<file path="src/rtl/multicycle_control.sv">
// Multi-cycle MIPS main control FSM: fetch/decode/execute/memory/writeback sequencing,
// memory-stall timeout trap, illegal-opcode trap and retired-instruction counter. Macro: MCU_BEQ_EN.
module multicycle_control #(
    parameter int unsigned MEM_TIMEOUT  = 16,
    parameter int unsigned RETIRE_CNT_W = 32
) (
    input  logic                    clk,
    input  logic                    rst_n,
    input  logic [5:0]              op_code,
    input  logic [5:0]              funct,
    input  logic                    mem_ready,
    output logic                    pc_write,
    output logic                    pc_write_cond,
    output logic [1:0]              pc_source,
    output logic                    i_or_d,
    output logic                    mem_read,
    output logic                    mem_write,
    output logic                    ir_write,
    output logic                    mem_to_reg,
    output logic                    reg_write,
    output logic                    reg_dst,
    output logic                    alu_src_a,
    output logic [1:0]              alu_src_b,
    output logic [1:0]              alu_op,
    output logic                    instr_done,
    output logic [RETIRE_CNT_W-1:0] instret,
    output logic                    illegal,
    output logic                    bus_err,
    output logic [3:0]              state
);

    typedef enum logic [3:0] {
        IDLE     = 4'd0,
        FETCH    = 4'd1,
        DECODE   = 4'd2,
        MEM_ADDR = 4'd3,
        MEM_RD   = 4'd4,
        MEM_WB   = 4'd5,
        MEM_WR   = 4'd6,
        R_EXEC   = 4'd7,
        R_WB     = 4'd8,
        BRANCH   = 4'd9,
        JUMP     = 4'd10,
        TRAP     = 4'd15
    } state_t;

    localparam int unsigned WAIT_W = (MEM_TIMEOUT < 2) ? 1 : $clog2(MEM_TIMEOUT);
    localparam logic [WAIT_W-1:0] WAIT_LAST = WAIT_W'(MEM_TIMEOUT - 1);

    state_t            cur_state;
    state_t            nxt_state;
    logic [WAIT_W-1:0] wait_cnt;
    logic              stalled;
    logic              timeout;
    logic              set_illegal;

    assign state = cur_state;

    assign stalled = ((cur_state == FETCH) || (cur_state == MEM_RD) || (cur_state == MEM_WR))
                     && !mem_ready;
    // wait_cnt holds the number of earlier stalled cycles, so this is the MEM_TIMEOUT-th one
    assign timeout = (MEM_TIMEOUT != 0) && stalled && (wait_cnt == WAIT_LAST);

    always_ff @(posedge clk or negedge rst_n) begin
        if (!rst_n) begin
            cur_state <= IDLE;
            wait_cnt  <= '0;
            instret   <= '0;
            illegal   <= 1'b0;
            bus_err   <= 1'b0;
        end else begin
            cur_state <= nxt_state;
            wait_cnt  <= (stalled && !timeout) ? wait_cnt + WAIT_W'(1) : '0;
            if (instr_done)
                instret <= instret + RETIRE_CNT_W'(1);
            if (set_illegal)
                illegal <= 1'b1;
            if (timeout)
                bus_err <= 1'b1;
        end
    end

    always_comb begin
        nxt_state     = cur_state;
        set_illegal   = 1'b0;
        pc_write      = 1'b0;
        pc_write_cond = 1'b0;
        pc_source     = 2'b00;
        i_or_d        = 1'b0;
        mem_read      = 1'b0;
        mem_write     = 1'b0;
        ir_write      = 1'b0;
        mem_to_reg    = 1'b0;
        reg_write     = 1'b0;
        reg_dst       = 1'b0;
        alu_src_a     = 1'b0;
        alu_src_b     = 2'b00;
        alu_op        = 2'b00;
        instr_done    = 1'b0;

        case (cur_state)
            IDLE: nxt_state = FETCH;
            FETCH: begin
                mem_read  = 1'b1;
                alu_src_b = 2'b01;
                if (mem_ready) begin
                    ir_write  = 1'b1;
                    pc_write  = 1'b1;
                    nxt_state = DECODE;
                end else if (timeout) begin
                    nxt_state = TRAP;
                end
            end
            DECODE: begin
                alu_src_b = 2'b11;
                if ((op_code == 6'd0) && ((funct == 6'd32) || (funct == 6'd34)))
                    nxt_state = R_EXEC;
                else if ((op_code == 6'd35) || (op_code == 6'd43))
                    nxt_state = MEM_ADDR;
                else if (op_code == 6'd2)
                    nxt_state = JUMP;
`ifdef MCU_BEQ_EN
                else if (op_code == 6'd4)
                    nxt_state = BRANCH;
`endif
                else begin
                    nxt_state   = TRAP;
                    set_illegal = 1'b1;
                end
            end
            MEM_ADDR: begin
                alu_src_a = 1'b1;
                alu_src_b = 2'b10;
                nxt_state = (op_code == 6'd35) ? MEM_RD : MEM_WR;
            end
            MEM_RD: begin
                mem_read = 1'b1;
                i_or_d   = 1'b1;
                if (mem_ready)
                    nxt_state = MEM_WB;
                else if (timeout)
                    nxt_state = TRAP;
            end
            MEM_WB: begin
                reg_write  = 1'b1;
                mem_to_reg = 1'b1;
                instr_done = 1'b1;
                nxt_state  = FETCH;
            end
            MEM_WR: begin
                mem_write = 1'b1;
                i_or_d    = 1'b1;
                if (mem_ready) begin
                    instr_done = 1'b1;
                    nxt_state  = FETCH;
                end else if (timeout) begin
                    nxt_state = TRAP;
                end
            end
            R_EXEC: begin
                alu_src_a = 1'b1;
                alu_op    = (funct == 6'd34) ? 2'b01 : 2'b00;
                nxt_state = R_WB;
            end
            R_WB: begin
                reg_write  = 1'b1;
                reg_dst    = 1'b1;
                instr_done = 1'b1;
                nxt_state  = FETCH;
            end
`ifdef MCU_BEQ_EN
            BRANCH: begin
                alu_src_a     = 1'b1;
                alu_op        = 2'b01;
                pc_write_cond = 1'b1;
                pc_source     = 2'b01;
                instr_done    = 1'b1;
                nxt_state     = FETCH;
            end
`endif
            JUMP: begin
                pc_write   = 1'b1;
                pc_source  = 2'b10;
                instr_done = 1'b1;
                nxt_state  = FETCH;
            end
            TRAP: nxt_state = TRAP;
            default: nxt_state = IDLE;
        endcase
    end

endmodule

</file>
<file path="config.mk">
export PLATFORM = sky130hd
export DESIGN_NAME = multicycle_control
export DESIGN_NICKNAME = d
export VERILOG_FILES = /design/src/rtl/multicycle_control.sv
export SDC_FILE = /design/constraint.sdc
export NUM_CORES = 1
export LEC_CHECK = 0
export ABC_AREA = 0
export BUFFER_PORTS_ARGS = -buffer_cell sky130_fd_sc_hd__buf_2
export CELL_PAD_IN_SITES_DETAIL_PLACEMENT = 1
export CELL_PAD_IN_SITES_GLOBAL_PLACEMENT = 1
export CORE_UTILIZATION = 38
export CTS_CLUSTER_SIZE = 10
export DETAILED_ROUTE_END_ITERATION = 8
export PLACE_DENSITY_LB_ADDON = 0.12
export SETUP_SLACK_MARGIN = 0.02
export SLEW_MARGIN = 20
export SYNTH_ARGS = -nofsm -noshare
export SYNTH_HDL_FRONTEND = slang
export SYNTH_SLANG_ARGS = --single-unit
</file>
<file path="constraint.sdc">
create_clock -name clk -period 2.8 [get_ports clk]
set_clock_uncertainty 0.05 [all_clocks]
set_input_delay 0.56 -clock clk [delete_from_list [all_inputs] [get_ports clk]]
set_output_delay 0.56 -clock clk [all_outputs]
set_load 0.1 [all_outputs]
</file>
==> impl_metrics.py <==
metrics = {
    "pwr": {
        "seqPwrFrac": 0.272,
        "clkPwrFrac": 0.173,
        "p_per_area_mw_per_mm2": 1200,
        "leakage_nw": 1.38,
        "peakVddDrop_mv": 0.626,
        "p_sw_w": 0.00199,
        "switching_share": 0.584,
        "p_comb_frac": 0.556,
        "cell_internal_pwr_w": 0.00142,
    },
    "finish": {
        "layout-drive-gt1-share": 0.355,
        "area_growth_pct": 27.0,
        "layout.nets": 315,
        "fin_area_mm2": 0.00285,
        "n_antenna_cell": 0,
        "nFillCells": 688,
        "utilization": 0.508,
    },
    "placement": {
        "gp_congestion": 0.795,
        "hpwl_mm": 4.23,
        "placed_area_mm2": 0.00271,
        "preCtsSetupSlack_ns": 0.303,
        "portBuffers": 66,
    },
    "floorplanning": {
        "rows": 27,
        "die_x_um": 78.8,
        "coreArea_mm2": 0.00561,
        "die-area_mm2": 0.00621,
        "ios": 70,
        "initial_core_util": 0.400,
        "die_h_um": 78.8,
    },
    "yosys": {
        "ys_types": 44,
        "synth_most_common_cell": "dfrtp_1",
        "ys_warn_count": 0,
        "synth_cells": 233,
        "ys_seq_area_frac": 0.469,
        "yosysTopAreaCellShare": 0.469,
        "synth_area_leaders": "dfrtp_1 47%, xnor2_1 7.4%, xor2_1 5.9%",
        "synth_edf_count": 0,
        "async_flop_share": 1.00,
        "synth_area_mm2": 0.00224,
        "yosys_register_bits": 42,
        "yosys_most_used_dff": "dfrtp_1",
        "synth_commonest_cells": "42 x dfrtp_1, 24 x nor2_1, 22 x nand2_1",
        "synth_top_area_cell": "dfrtp_1",
        "syn_avg_cell_area_um2": 9.62,
    },
    "timing": {
        "rsz0062_at_grt": "false",
        "worst_pin_slew_ns": 0.584,
        "maxSlewViolCount": 0,
        "setup_tns_ns": 0,
        "fmax_mhz": 387,
        "period_share": 0.922,
        "slew_headroom": 0.610,
        "holdWs_ns": 0.192,
        "setup_slack_ns": 0.219,
        "setup_viol": 0,
        "hold_viol_final": 0,
        "fin_crit_ns": 2.58,
    },
    "drt": {
        "antenna_left": 0,
        "drt-pass1-iter-count": 4,
        "drt-vias-per-instance": 5.25,
        "dr_total_vias": 1949,
        "remaining_drc_errors": 0,
        "wl_per_cell_um": 15.5,
        "drtIter0Drc": 56,
        "routed_wl_mm": 5.76,
    },
    "grt": {
        "grt_pass1_vias": 2047,
        "antenna_found_initial": 0,
        "grt.total_usage": 0.203,
        "grt_max_degree": 27,
        "grt_pass1_wl_mm": 9.76,
        "overflow": 0,
    },
    "setup_path": {
        "cpPeakStageDelay_ns": 0.59,
        "worstPathMaxFanout": 18,
        "end_kind": "primary output",
        "cp_cell_sequence": "and4bb_4, a211o_1, buf_2",
        "crit_arrival_ns": 1.97,
        "cp_num_buf_inv": 1,
        "worst_path_max_delay_cell": "dfrtp_4",
        "cp_top_family": "flip-flops",
        "worstSetupPathType": "flip-flop to primary output",
        "cp.required_ns": 2.19,
        "crit_path_start_kind": "flip-flop",
    },
    "clock_network": {
        "cts-root-buf": "clkbuf_8",
        "cts_tree": "yes",
        "clkTransAtPathRegs_ns": 0.10,
        "cts-resized-gates": 0,
        "numCtsBuffers": 5,
        "cts_hold_buf": 0,
        "cts_max_level": 2,
        "cts_setup_buffers": 0,
        "clk_latency_ns": 0.31,
        "cts_sinks": 42,
        "clockBufferDepth": 2,
    },
    "hold_path": {
        "min_path_type": "primary input to asynchronous set/reset pin",
    },
    "status": {
        "status": "finished clean",
    },
    "job": {
        "cap_violations": 0,
    },
}
-- power by group through the flow --
stage	registers, W	logic, W	clock network (W)
after floorplan	0.00135	0.00124	0
after global placement	0.000934	0.00189	0
after detailed placement	0.000936	0.00190	0
after CTS	0.000925	0.00191	0.000605
after global routing	0.000949	0.00198	0.000625
final	0.000927	0.00190	0.000589
-- cell families (layout without fill, tap and decap cells) --
kind of cell / Yosys count / after routing / share of synthesized area
AO/OA/AOI/OAI: 19 / 19 / 0.0531
XOR/XNOR: 34 / 34 / 0.133
adder cells (fa/ha/maj): 2 / 2 / 0.0112
buffers and inverters: 23 / 87 / 0.0508
flip-flops: 42 / 42 / 0.469
multiplexers: 1 / 1 / 0.00502
other: 1 / 3 / 0.00167
AND/OR/NAND/NOR: 111 / 111 / 0.276
-- cell usage in the layout, fill, tap and decap left out, drive strengths merged, types with 6 or more instances in the layout --
cell type  instances
xor2              15
buf               69
nor4               8
nor3              14
nor2              24
o21ai              6
nand4             10
nand3             11
inv               10
xnor2             19
nand2             22
dfrtp             42
-- flip-flops by register name (all words and copies together), names as in the netlist --
| name | flops |
|---|---|
| wait_cnt | 4 |
| state | 4 |
| bus_err | 1 |
| instret | 32 |
| illegal | 1 |
-- final timing paths --
check                              start           to  slack (ns)  cells past startpoint
worst max register to register  state[3]  instret[23]        0.38                      5
worst min register to register   illegal      illegal        0.41                      1
min in group clk                 illegal      illegal        0.41                      1
worst max-delay path            state[3]   instr_done        0.22                      3
worst min-delay path               rst_n  instret[19]        0.19                      1
max in group asynchronous          rst_n   instret[1]        1.92                      2
-- layout make-up --
type	instances	area, um^2	share of cell area
well taps	72	90.1	0.0316
clock inverters	3	68.8	0.0242
clock buffers	5	68.8	0.0242
flip-flops and latches	42	1070	0.375
repair buffers	69	353	0.124
multi-input cells	170	1160	0.407
inverters	10	37.5	0.0132
-- metrics by stage --
stage / total power [W] / cells
floorplan: 0.00259 / 235
CTS: 0.00344 / 371
finish: 0.00341 / 371
global route: 0.00355 / 371
detailed placement: 0.00284 / 363
global placement: 0.00283 / 363
-- metal layers --
layer	part of all wire	up-vias	GRT usage	wire, um
met1	0.45	963	0.247	2620
li1	-	936	-	-
met4	0.013	0	0.0685	75
met5	0	-	0	0
met3	0.039	6	0.0437	225
met2	0.49	44	0.355	2840
(Power assumes the default switching activity.)
